File: src/rtl/mem_arb_pkg.sv
// Shared definitions for the memory-port arbiter: default widths, FSM state
// encoding and the owner encoding used by the arbitration logic.
package mem_arb_pkg;

   localparam int DEF_ADDR_W = 28;
   localparam int DEF_DATA_W = 128;

   localparam logic [1:0] STATE_IDLE    = 2'd0;
   localparam logic [1:0] STATE_GRANT_I = 2'd1;
   localparam logic [1:0] STATE_GRANT_D = 2'd2;

   localparam logic OWNER_I = 1'b0;
   localparam logic OWNER_D = 1'b1;

   typedef enum logic [1:0] {
      ST_IDLE    = STATE_IDLE,
      ST_GRANT_I = STATE_GRANT_I,
      ST_GRANT_D = STATE_GRANT_D
   } state_e;

   // Maps a chosen owner to the grant state it leads to.
   function automatic state_e grant_state(input logic owner);
      return (owner == OWNER_D) ? ST_GRANT_D : ST_GRANT_I;
   endfunction

endpackage

File: src/rtl/mem_arbiter_if.sv
// Bundle of I-cache, D-cache and memory-port signals around the arbiter.
// The master modport is the arbiter's view; slave is the surrounding system.
interface mem_arbiter_if #(
   parameter int ADDR_W = mem_arb_pkg::DEF_ADDR_W,
   parameter int DATA_W = mem_arb_pkg::DEF_DATA_W
) ();

   logic              ic_read_i;
   logic [ADDR_W-1:0] ic_addr_i;
   logic [DATA_W-1:0] ic_rdata_o;
   logic              ic_ready_o;

   logic              dc_read_i;
   logic              dc_write_i;
   logic [ADDR_W-1:0] dc_addr_i;
   logic [DATA_W-1:0] dc_wdata_i;
   logic [DATA_W-1:0] dc_rdata_o;
   logic              dc_ready_o;

   logic              mem_read_o;
   logic              mem_write_o;
   logic [ADDR_W-1:0] mem_addr_o;
   logic [DATA_W-1:0] mem_wdata_o;
   logic [DATA_W-1:0] mem_rdata_i;
   logic              mem_ready_i;

   modport master (
      input  ic_read_i, ic_addr_i,
      input  dc_read_i, dc_write_i, dc_addr_i, dc_wdata_i,
      input  mem_rdata_i, mem_ready_i,
      output ic_rdata_o, ic_ready_o,
      output dc_rdata_o, dc_ready_o,
      output mem_read_o, mem_write_o, mem_addr_o, mem_wdata_o
   );

   modport slave (
      output ic_read_i, ic_addr_i,
      output dc_read_i, dc_write_i, dc_addr_i, dc_wdata_i,
      output mem_rdata_i, mem_ready_i,
      input  ic_rdata_o, ic_ready_o,
      input  dc_rdata_o, dc_ready_o,
      input  mem_read_o, mem_write_o, mem_addr_o, mem_wdata_o
   );

endinterface

File: src/rtl/mem_arb_pick.sv
// Two-requester selector: a lone requester wins outright; on a tie the
// requester that did not own the port last time wins.
module mem_arb_pick
   import mem_arb_pkg::*;
(
   input  logic ic_req,
   input  logic dc_req,
   input  logic last_owner,
   output logic grant_valid,
   output logic grant_owner
);

   always_comb begin
      grant_valid = ic_req | dc_req;
      if (ic_req && dc_req) begin
         grant_owner = ~last_owner;
      end else if (dc_req) begin
         grant_owner = OWNER_D;
      end else begin
         grant_owner = OWNER_I;
      end
   end

endmodule

File: src/rtl/mem_arbiter.sv
// Shares the off-chip memory line port between the I-cache and D-cache.
// Build option MEM_ARB_ROUND_ROBIN_EN: alternate owners on ties instead of D-first.
module mem_arbiter
   import mem_arb_pkg::*;
#(
   parameter int ADDR_W = DEF_ADDR_W,
   parameter int DATA_W = DEF_DATA_W
) (
   input  logic          clk,
   input  logic          proc_reset_i,
   mem_arbiter_if.master bus
);

   localparam logic [ADDR_W-1:0] ZERO_ADDR = '0;
   localparam logic [DATA_W-1:0] ZERO_DATA = '0;

   state_e state;
   logic   ic_req;
   logic   dc_req;
   logic   last_owner;
   logic   grant_valid;
   logic   grant_owner;

   assign ic_req = bus.ic_read_i;
   assign dc_req = bus.dc_read_i | bus.dc_write_i;

   mem_arb_pick u_pick (
      .ic_req      (ic_req),
      .dc_req      (dc_req),
      .last_owner  (last_owner),
      .grant_valid (grant_valid),
      .grant_owner (grant_owner)
   );

   // A grant ends on completion or when its requester withdraws; either way the
   // FSM passes through IDLE so the memory sees a deasserted request in between.
   always_ff @(posedge clk) begin
      // NOTE: non-blocking assignments keep every register sampling pre-edge values.
      if (proc_reset_i) begin
         state <= ST_IDLE;
      end else begin
         case (state)
            ST_IDLE: begin
               if (grant_valid) begin
                  state <= grant_state(grant_owner);
               end
            end
            ST_GRANT_I: begin
               if (bus.mem_ready_i || !ic_req) begin
                  state <= ST_IDLE;
               end
            end
            ST_GRANT_D: begin
               if (bus.mem_ready_i || !dc_req) begin
                  state <= ST_IDLE;
               end
            end
            default: state <= ST_IDLE;
         endcase
      end
   end

`ifdef MEM_ARB_ROUND_ROBIN_EN
   always_ff @(posedge clk) begin
      if (proc_reset_i) begin
         last_owner <= OWNER_I;
      end else if (bus.mem_ready_i && state == ST_GRANT_I) begin
         last_owner <= OWNER_I;
      end else if (bus.mem_ready_i && state == ST_GRANT_D) begin
         last_owner <= OWNER_D;
      end
   end
`else
   // Pinning last_owner to I makes every tie resolve to D: fixed D-over-I priority.
   assign last_owner = OWNER_I;
`endif

   // Strobes follow the owner's live request so a withdrawn request drops them at once.
   always_comb begin
      // NOTE: every output gets a default first so no path can infer a latch.
      bus.mem_read_o  = 1'b0;
      bus.mem_write_o = 1'b0;
      bus.mem_addr_o  = ZERO_ADDR;
      bus.mem_wdata_o = ZERO_DATA;
      bus.ic_ready_o  = 1'b0;
      bus.dc_ready_o  = 1'b0;
      case (state)
         ST_GRANT_I: begin
            bus.mem_read_o = bus.ic_read_i;
            bus.mem_addr_o = bus.ic_addr_i;
            // A completion that coincides with reset is not reported.
            bus.ic_ready_o = bus.mem_ready_i & ~proc_reset_i;
         end
         ST_GRANT_D: begin
            bus.mem_read_o  = bus.dc_read_i;
            bus.mem_write_o = bus.dc_write_i;
            bus.mem_addr_o  = bus.dc_addr_i;
            bus.mem_wdata_o = bus.dc_wdata_i;
            bus.dc_ready_o  = bus.mem_ready_i & ~proc_reset_i;
         end
         default: ;
      endcase
   end

   assign bus.ic_rdata_o = bus.mem_rdata_i;
   assign bus.dc_rdata_o = bus.mem_rdata_i;

   // The D-cache never issues read and write together; the arbiter would forward both.
   a_dc_one_op: assert property (@(posedge clk) disable iff (proc_reset_i)
      !(bus.dc_read_i && bus.dc_write_i));

endmodule
File: src/flat_wrapper.sv
// flat-port wrapper written by rule: the top's interface ports become plain ports
module mem_arbiter_flat import mem_arb_pkg::*;
#(
   parameter int ADDR_W = DEF_ADDR_W,
   parameter int DATA_W = DEF_DATA_W
)
  (clk, proc_reset_i, bus_ic_read_i, bus_ic_addr_i, bus_dc_read_i, bus_dc_write_i, bus_dc_addr_i, bus_dc_wdata_i, bus_mem_rdata_i, bus_mem_ready_i, bus_ic_rdata_o, bus_ic_ready_o, bus_dc_rdata_o, bus_dc_ready_o, bus_mem_read_o, bus_mem_write_o, bus_mem_addr_o, bus_mem_wdata_o);
  mem_arbiter_if #(.ADDR_W(ADDR_W), .DATA_W(DATA_W)) bus_i ();
  input  logic clk;
  input  logic proc_reset_i;
  input wire logic [$bits(bus_i.ic_read_i)-1:0] bus_ic_read_i;
  input wire logic [$bits(bus_i.ic_addr_i)-1:0] bus_ic_addr_i;
  input wire logic [$bits(bus_i.dc_read_i)-1:0] bus_dc_read_i;
  input wire logic [$bits(bus_i.dc_write_i)-1:0] bus_dc_write_i;
  input wire logic [$bits(bus_i.dc_addr_i)-1:0] bus_dc_addr_i;
  input wire logic [$bits(bus_i.dc_wdata_i)-1:0] bus_dc_wdata_i;
  input wire logic [$bits(bus_i.mem_rdata_i)-1:0] bus_mem_rdata_i;
  input wire logic [$bits(bus_i.mem_ready_i)-1:0] bus_mem_ready_i;
  output wire logic [$bits(bus_i.ic_rdata_o)-1:0] bus_ic_rdata_o;
  output wire logic [$bits(bus_i.ic_ready_o)-1:0] bus_ic_ready_o;
  output wire logic [$bits(bus_i.dc_rdata_o)-1:0] bus_dc_rdata_o;
  output wire logic [$bits(bus_i.dc_ready_o)-1:0] bus_dc_ready_o;
  output wire logic [$bits(bus_i.mem_read_o)-1:0] bus_mem_read_o;
  output wire logic [$bits(bus_i.mem_write_o)-1:0] bus_mem_write_o;
  output wire logic [$bits(bus_i.mem_addr_o)-1:0] bus_mem_addr_o;
  output wire logic [$bits(bus_i.mem_wdata_o)-1:0] bus_mem_wdata_o;
  assign bus_i.ic_read_i = bus_ic_read_i;
  assign bus_i.ic_addr_i = bus_ic_addr_i;
  assign bus_i.dc_read_i = bus_dc_read_i;
  assign bus_i.dc_write_i = bus_dc_write_i;
  assign bus_i.dc_addr_i = bus_dc_addr_i;
  assign bus_i.dc_wdata_i = bus_dc_wdata_i;
  assign bus_i.mem_rdata_i = bus_mem_rdata_i;
  assign bus_i.mem_ready_i = bus_mem_ready_i;
  assign bus_ic_rdata_o = bus_i.ic_rdata_o;
  assign bus_ic_ready_o = bus_i.ic_ready_o;
  assign bus_dc_rdata_o = bus_i.dc_rdata_o;
  assign bus_dc_ready_o = bus_i.dc_ready_o;
  assign bus_mem_read_o = bus_i.mem_read_o;
  assign bus_mem_write_o = bus_i.mem_write_o;
  assign bus_mem_addr_o = bus_i.mem_addr_o;
  assign bus_mem_wdata_o = bus_i.mem_wdata_o;
  mem_arbiter #(.ADDR_W(ADDR_W), .DATA_W(DATA_W)) u_core (.clk(clk), .proc_reset_i(proc_reset_i), .bus(bus_i));
endmodule
File: config.mk
export PLATFORM = sky130hd
export DESIGN_NAME = mem_arbiter_flat
export DESIGN_NICKNAME = d
export VERILOG_FILES = /design/src/rtl/mem_arb_pkg.sv /design/src/rtl/mem_arbiter_if.sv /design/src/rtl/mem_arb_pick.sv /design/src/rtl/mem_arbiter.sv /design/src/flat_wrapper.sv
export SDC_FILE = /design/constraint.sdc
export NUM_CORES = 1
export LEC_CHECK = 0
export ABC_AREA = 1
export CAP_MARGIN = 10
export CORE_AREA = 2 2 289 291
export DETAILED_ROUTE_END_ITERATION = 10
export DIE_AREA = 0 0 291 293
export PLACE_DENSITY_LB_ADDON = 0.25
export SYNTH_ARGS = -nofsm -noshare
export SYNTH_HDL_FRONTEND = slang
export SYNTH_HIERARCHICAL = 1
export SYNTH_SLANG_ARGS = --single-unit
File: constraint.sdc
create_clock -name clk -period 1.55 [get_ports clk]
set_input_delay 0.2325 -clock clk [delete_from_list [all_inputs] [get_ports clk]]
set_output_delay 0.2325 -clock clk [all_outputs]
set_load 0.005 [all_outputs]
# [Word level (Yosys, flattened, before mapping)]
# Cells that the tools add are included.
[totals] register_bits=2 out_inout_bits=416 elab_cells=30
[classes] reduce_logical=7 n_mux=13 n_eq_ne=5 bitwise_logic=4
[op_table] operator="$mux 128" count=1
[op_table] operator="$pmux 28 s2" count=1
[op_table] operator="$mux 2" count=4
[op_table] operator="$ne 2x1->1 const B" count=3
[op_table] operator="$pmux 2 s3" count=1
[op_table] operator="$mux 1" count=5
[op_table] operator="$reduce_and 3->1" count=1
[op_table] operator="$eq 2x1->1 const B" count=1
[op_table] operator="$eq 2x2->1 const B" count=1
[op_table] operator="$logic_not 1->1" count=2
[op_table] operator="$logic_not 2->1" count=1
[op_table] operator="$logic_or 1x1->1" count=2
[op_table] operator="$or 1x1->1" count=2
[op_table] operator="$pmux 1 s2" count=1
[op_table] operator="$and 1x1->1" count=1
[op_table] operator="$logic_and 1x1->1" count=1
[op_table] operator="$not 1->1" count=1

# [Depth between registers and ports, before layout]
# Gate-level depths: netlist of run 1.
[depth] ltp_word=6 ltp_mapped=9

# [Modules after synthesis]
# The synthesis of run 1 kept the hierarchy.
[modules_own_cells] mod="mem_arbiter" cells_each=661 n_inst=1 area_per_inst_um2=3694.8
[modules_own_cells] mod="mem_arb_pick" cells_each=3 n_inst=1 area_per_inst_um2=15.0

# [Worst setup path after synthesis of run 1]
# OpenSTA, ideal clock, no wires.
[synth_path] kind="reg2out" startpoint="register u_core.state[0]" endpoint="output port bus_mem_addr_o[10]" arrival_ps=1174 slack_ps=144 path_stages_with_launch=7 required_time_ps=1317 cell_sequence="dfxtp_1 > inv_1 > ha_1 > inv_1 > buf_2 > buf_2 > a21oi_1"
[synth_via] elab_chain_len=2
[synth_rtl] item="start: declaration" line="mem_arbiter.sv:17" source="state_e state;"
[synth_rtl] item="start signal: assignment" line="mem_arbiter.sv:45" source="state <= grant_state(grant_owner);"
[synth_rtl] item="$eq 2x2->1 / $eq 2x1->1 (equally long branches)" line="mem_arbiter.sv:87" source="case (state)"
[synth_rtl] item="$pmux 28 s2 (*)" line="mem_arbiter.sv:87"
[synth_rtl] item="end: declaration" line="flat_wrapper.sv:25" source="output wire logic [$bits(bus_i.mem_addr_o)-1:0] bus_mem_addr_o;"
# Every way passes the cells marked *; elsewhere a longest branch is shown, timed or not.

# [Final worst setup path of run 1]
[layout_path] startpoint="register u_core.state[1]" endpoint="output port bus_mem_wdata_o[81]"
[layout_via] elab_chain_len=2
[layout_rtl] item="$eq 2x2->1" line="mem_arbiter.sv:87"
[layout_rtl] item="$mux 128" line="mem_arbiter.sv:87"
[layout_rtl] item="end: declaration" line="flat_wrapper.sv:26" source="output wire logic [$bits(bus_i.mem_wdata_o)-1:0] bus_mem_wdata_o;"
# No other way between the ends.

==> impl_metrics.toml, run 1 <==
[run_status]
status = "finished, violations left"
violations = "negative setup slack"

[detailed_routing]
drtPass1Iterations = 3
vias = 4499
route.final.wire_length_um = 24000
vias_per_cell = 2.37
first_iter_violations = 75
ant_nets = 0
avgRoutedWirePerCell_um = 12.6
drc_errors = 0

[min_path]
holdCritPathClass = "in -> out"

[floorplanning]
die_h_um = 293
num_rows = 105
initial_core_util_pct = 4.53
fp.dieArea_sq_um = 85300
die_x_um = 291
coreArea_sq_um = 81800
io_pins = 734

[placed_design]
gp_congestion = 0.796
portBuffers = 349
dp_hpwl_um = 18300

[timing]
rsz0062_at_grt = "yes"
postLayoutSetupSlackWorst_ns = -0.331
finalMaxSlewViolations = 0
hold_viol_final = 0
period_needed_ns = 1.88
final.period_utilization_pct = 121
setup_viol = 161
max_freq_mhz = 532
fin_setup_tns_ns = -30.40
skew_ns = 0.0000621

[global_route]
grt_pass1_vias = 5000
antenna_found_initial = 2
grt_util_all_layers_pct = 5.16
grt_pass1_wl_um = 32300
globalRouteOverflowTotal = 0
grt_max_degree = 30

[synth]
yosysSeqAreaShare_pct = 1.08
synth_top_flop_cell = "dfxtp_1"
syn_area_sq_um = 3710
syn_area_per_cell_sq_um = 5.59
syn_nets = 987
yosysWarnings = 6
synth-edff-count = 0
yosysTopAreaCellShare_pct = 52.4
netlist_top_cells_count = "buf_4 (259), nand2_1 (195), inv_1 (141)"
synth.area.top_cells = "buf_4 (52%), nand2_1 (20%), inv_1 (14%), a21oi_1 (4.0%), buf_6 (3.9%)"
synth_largest_area_cell = "buf_4"
yosys_register_bits = 2
synth_cell_types = 16
synthArstFlopShare_pct = 0
netlist_instances = 664
yosysMostFrequentCell = "buf_4"

[setup_path]
crit_arrival_ns = 1.65
critPathLaunchType = "register"
r2r_slack_ns = -0.08
crit_end = "bus_mem_wdata_o[81]"
critPathLaunch = "u_core/state[1]"
worstPathRequired_ns = 1.32
critPathKind = "reg -> out"
r2r_cells = 11
cp-end-kind = "output port"
r2r_end = "u_core/state[1]"
path_max_fanout = 5
reg2reg_from = "u_core/state[1]"

[cells_and_area]
areaGrowthSynthToFinish_pct = 126
antenna_cells = 0
finalNetCount = 1151
largest_reg_flops = 2
top_register = "u_core/state"
drive_gt1_share_pct = 56.9
post-route-util_pct = 10.3
top_regs = "u_core/state x2"

[clocking]
cts_buffer_depth = 2
htreeDepth = 1
clk_latency_ns = 0.23
cts_buffers = 3
cts_tree = "yes"
cts_hold_buf = 0
root_buffer = "clkbuf_16"
clkSlewWorstSetupHoldPaths_ns = 0.03
numClockSinks = 2

[job]
maxCapViolations = 0

[power]
ir_drop_mv = 0.274
cellLeakagePower_nw = 4.38
power_density_nw_per_um2 = 547
==> worst max-delay path: stages, from the launching register on <==
cell     delay, ns
dfxtp_2       0.31
buf_6         0.12
ha_4          0.18
buf_12        0.15
buf_12        0.14
buf_8         0.14
buf_16        0.14
nand2_2       0.07
inv_2         0.05
buf_6         0.11
==> what timing repair did <==
action | 4_1_cts | 5_1_grt
resized for setup | 909 | 158
cloned | 14 | 0
setup endpoints to repair | 160 | 161
buffers inserted | 44 | 15
pin swaps | 6 | 0
==> kinds of logic after synthesis <==
| logic type | synth area share (%) |
|---|---|
| buffers and inverters | 71.9 |
| AND/OR/NAND/NOR | 21.2 |
| AO/OA/AOI/OAI | 4.05 |
| adder cells (fa/ha/maj) | 1.69 |
| flip-flops | 1.08 |
| other | 0.101 |
==> cells in the final DEF (no fill, tap or decap), types with 3 or more instances in the layout <==
cell type,synthesis,final
a21oi_1,30,21
a21oi_2,0,8
buf_12,0,23
buf_16,0,10
buf_2,6,68
buf_4,259,18
buf_6,13,97
buf_8,0,13
clkbuf_16,0,3
clkdlybuf4s15_1,0,3
clkdlybuf4s50_1,0,189
dlygate4sd2_1,0,14
ha_4,0,4
inv_1,141,51
inv_2,0,85
inv_4,0,5
nand2_1,195,69
nand2_2,0,52
nand2_4,0,72
==> per-stage QoR <==
stage / power [mW] / std cells / hold WS, ns / setup slack [ns] / instance area, sq um
2_1_floorplan: 1.46 / 664 / 0.404 / 0.144 / 3710
3_3_place_gp: 2.74 / 1833 / 0.465 / -0.479 / 6740
3_5_place_dp: 2.69 / 1833 / 0.465 / -0.438 / 6740
4_1_cts: 4.33 / 1890 / 0.465 / -0.327 / 7880
5_1_grt: 4.88 / 1896 / 0.465 / -0.368 / 8390
6_report: 4.59 / 1896 / 0.465 / -0.331 / 8390
==> per-layer routing <==
metal | wire length, um | global-route usage [%] | vias up
met5 | 82 | 0.510 | -
li1 | - | - | 1942
met3 | 4030 | 3.65 | 73
met4 | 1510 | 3.15 | 6
met1 | 6950 | 4.17 | 1888
met2 | 11400 | 9.00 | 590
==> worst min path at each step <==
stage               cells past startpoint                start  slack, ns                  to
floorplan                               3         proc_reset_i       0.40     u_core/state[0]
detailed placement                      0  bus_mem_rdata_i[53]       0.47  bus_dc_rdata_o[53]
CTS                                     0  bus_mem_rdata_i[53]       0.47  bus_dc_rdata_o[53]
global route                            0  bus_mem_rdata_i[84]       0.47  bus_dc_rdata_o[84]
finish                                  0  bus_mem_rdata_i[60]       0.47  bus_dc_rdata_o[60]
global placement                        0  bus_mem_rdata_i[53]       0.47  bus_dc_rdata_o[53]
==> power by group <==
| group | switching [mW] | internal (mW) |
|---|---|---|
| clock network | 0.0767 | 0.330 |
| logic | 1.77 | 2.34 |
| registers | 0.00931 | 0.0631 |
==> layout make-up <==
class	instances	area, sq um
Tap cell	1070	1340
Fill cell	9469	73500
Timing Repair Buffer	439	4580
Clock buffer	3	75.1
Inverter	141	542
Sequential cell	2	42.5
Multi-Input combinational cell	241	1820
(Power assumes the default switching activity.)
==> inputs of run 2 (changes only) <==
--- a/config.mk
+++ b/config.mk
@@ -11,6 +11,7 @@
 export DETAILED_ROUTE_END_ITERATION = 10
 export DIE_AREA = 0 0 291 293
 export PLACE_DENSITY_LB_ADDON = 0.25
+export REMOVE_ABC_BUFFERS = 1
 export SYNTH_ARGS = -nofsm -noshare
 export SYNTH_HDL_FRONTEND = slang
 export SYNTH_HIERARCHICAL = 1
==> run 2 against run 1 <==
Effect of this change:
- the run still ends with negative setup slack left
- critical endpoint is now bus_mem_addr_o[10]
- critical path depth fell by 1
- hold slack is essentially flat
- non-clock buffer count increased by 43
- first-iteration DRC count increased to 3.4 times the previous value
- sequential share of layout area hardly changed
- count of clock-buffer cells in the layout stayed put
- final area up 8.0%
- die area unchanged
- clock skew barely moved
- fmax fell by 2.2%
- largest power group unchanged
- highest routed layer unchanged
==> impl_metrics.toml, run 2 (synthesized netlist as in run 1, its figures left out) <==
[detailed_routing]
avgRoutedWirePerCell_um = 40.8
vias = 5479
vias_per_cell = 2.82
first_iter_violations = 254
route.final.wire_length_um = 79400
drc_errors = 0
ant_nets = 0
drtPass1Iterations = 4

[setup_path]
cp_top_family = "buffers and inverters"
crit_top_cell = "buf_4"
critPathLaunchType = "register"
critPathKind = "reg -> out"
slowest_delay_ns = 0.35
r2r_slack_ns = 0.01
path_max_fanout = 4
crit_arrival_ns = 1.69
cp-end-kind = "output port"
worstPathCellList = "inv_4, buf_6, ha_4, buf_4, clkinvlp_4, a21oi_1, buf_4, clkdlybuf4s15_2"
worst-path-buf-inv = 6
r2r_end = "u_core/state[0]"
crit_slowest_cell = "dfxtp_4"
worstPathRequired_ns = 1.32
reg2reg_from = "u_core/state[0]"
r2r_cells = 11

[clocking]
cts_buffers = 3
cts_tree = "yes"
htreeDepth = 1
cts_buffer_depth = 2
numClockSinks = 2
cts_hold_buf = 0
clkSlewWorstSetupHoldPaths_ns = 0.03
root_buffer = "clkbuf_16"
clk_latency_ns = 0.22

[min_path]
hp-start = "bus_mem_rdata_i[98]"
hold_end = "bus_ic_rdata_o[98]"
holdCritPathClass = "in -> out"
hold_depth = 0

[timing]
period_needed_ns = 1.92
fin_setup_tns_ns = -37.68
skew_ns = 0.0000868
finalMaxSlewViolations = 0
max_freq_mhz = 520
final.period_utilization_pct = 124
setup_viol = 157
fin_hold_ws_ns = 0.465
postLayoutSetupSlackWorst_ns = -0.375
rsz0062_at_grt = "yes"
hold_viol_final = 0

[floorplanning]
io_pins = 734
die_x_um = 291
initial_core_util_pct = 4.53
num_rows = 105
coreArea_sq_um = 81800
die_h_um = 293
fp.dieArea_sq_um = 85300

[run_status]
status = "finished, violations left"
violations = "negative setup slack"

[power]
finalPower_mw = 5.27
cellLeakagePower_nw = 4.69
ir_drop_mv = 0.446
power_density_nw_per_um2 = 581

[global_route]
busiest_layer = "met2"
use_met2_pct = 23.6
use_met1_pct = 16.5
antenna_found_initial = 31
grt_pass1_wl_um = 91800
grt_max_degree = 16
grt_pass1_vias = 5271
grtUsageMet3_pct = 22.8
globalRouteOverflowTotal = 0
grt_util_all_layers_pct = 17.8

[placed_design]
dpl.cell_count = 1847
dp_hpwl_um = 69300
gp_congestion = 0.841
portBuffers = 349

[cells_and_area]
largest_reg_flops = 2
areaGrowthSynthToFinish_pct = 144
final_common_cell = "clkdlybuf4s50_1"
drive_gt1_share_pct = 66.3
post-route-util_pct = 11.1
layout_common_cells = "clkdlybuf4s50_1 (189), buf_6 (145), inv_2 (110)"
final_cells = 1945
top_register = "u_core/state"
finalNetCount = 1195
top_regs = "u_core/state x2"

[job]
maxCapViolations = 0
-- run 2: changes by cell type in the layout (fill, tap and decap cells not counted), moves of 18 or more --
cell,previous run,this run
nand2_2,52,28
inv_1,51,25
inv_2,85,110
nand2_4,72,97
clkbuf_2,2,20
buf_2,68,38
buf_4,18,44
buf_6,97,145
-- run 2: how the worst max path moves through the flow --
stage                                endpoint  cells after the start             from  slack (ns)
after detailed placement  bus_mem_wdata_o[45]                      7  u_core/state[0]       -0.45
after global placement     bus_mem_addr_o[15]                      7  u_core/state[0]       -0.48
after global routing       bus_mem_addr_o[22]                      9  u_core/state[0]       -0.45
after floorplan               u_core/state[0]                      7  u_core/state[0]       -1.83
after CTS                  bus_mem_addr_o[25]                     10  u_core/state[0]       -0.49
final                      bus_mem_addr_o[10]                      8  u_core/state[0]       -0.37
-- run 2: metrics by stage --
step                instance area, sq um  worst slack, ns
finish                              9060           -0.375
global route                        9050           -0.450
CTS                                 7710           -0.489
detailed placement                  6870           -0.452
global placement                    6870           -0.482
floorplan                           1570            -1.83
-- run 2: cell type report --
type                            instances  area [sq um]
Sequential cell                         2          45.0
Multi-Input combinational cell        241          2020
Inverter                              141           546
Fill cell                            9511         72800
Timing Repair Buffer                  482          5020
Clock buffer                            3          75.1
Tap cell                             1070          1340
Timing Repair inverter                  1          7.51
Antenna cell                            5          12.5
-- run 2: timing repair --
item / in CTS / in global routing
endpoints found under the setup margin: 160 / 162
resized for setup: 680 / 501
buffers inserted: 51 / 35
pin swaps: 5 / 6
cloned: 10 / 4
-- run 2: where the power goes --
part | switching, mW | internal (mW) | leakage, nW
sequential | 0.00834 | 0.0636 | 0.0175
combinational | 2.08 | 2.73 | 4.63
clock | 0.0547 | 0.328 | 0.0370
-- run 2: per-layer routing --
metal	share of wire [%]	vias to the layer above
li1	-	2037
met1	34	2381
met2	37	935
met3	26	79
met4	1.5	47
met5	1.5	-
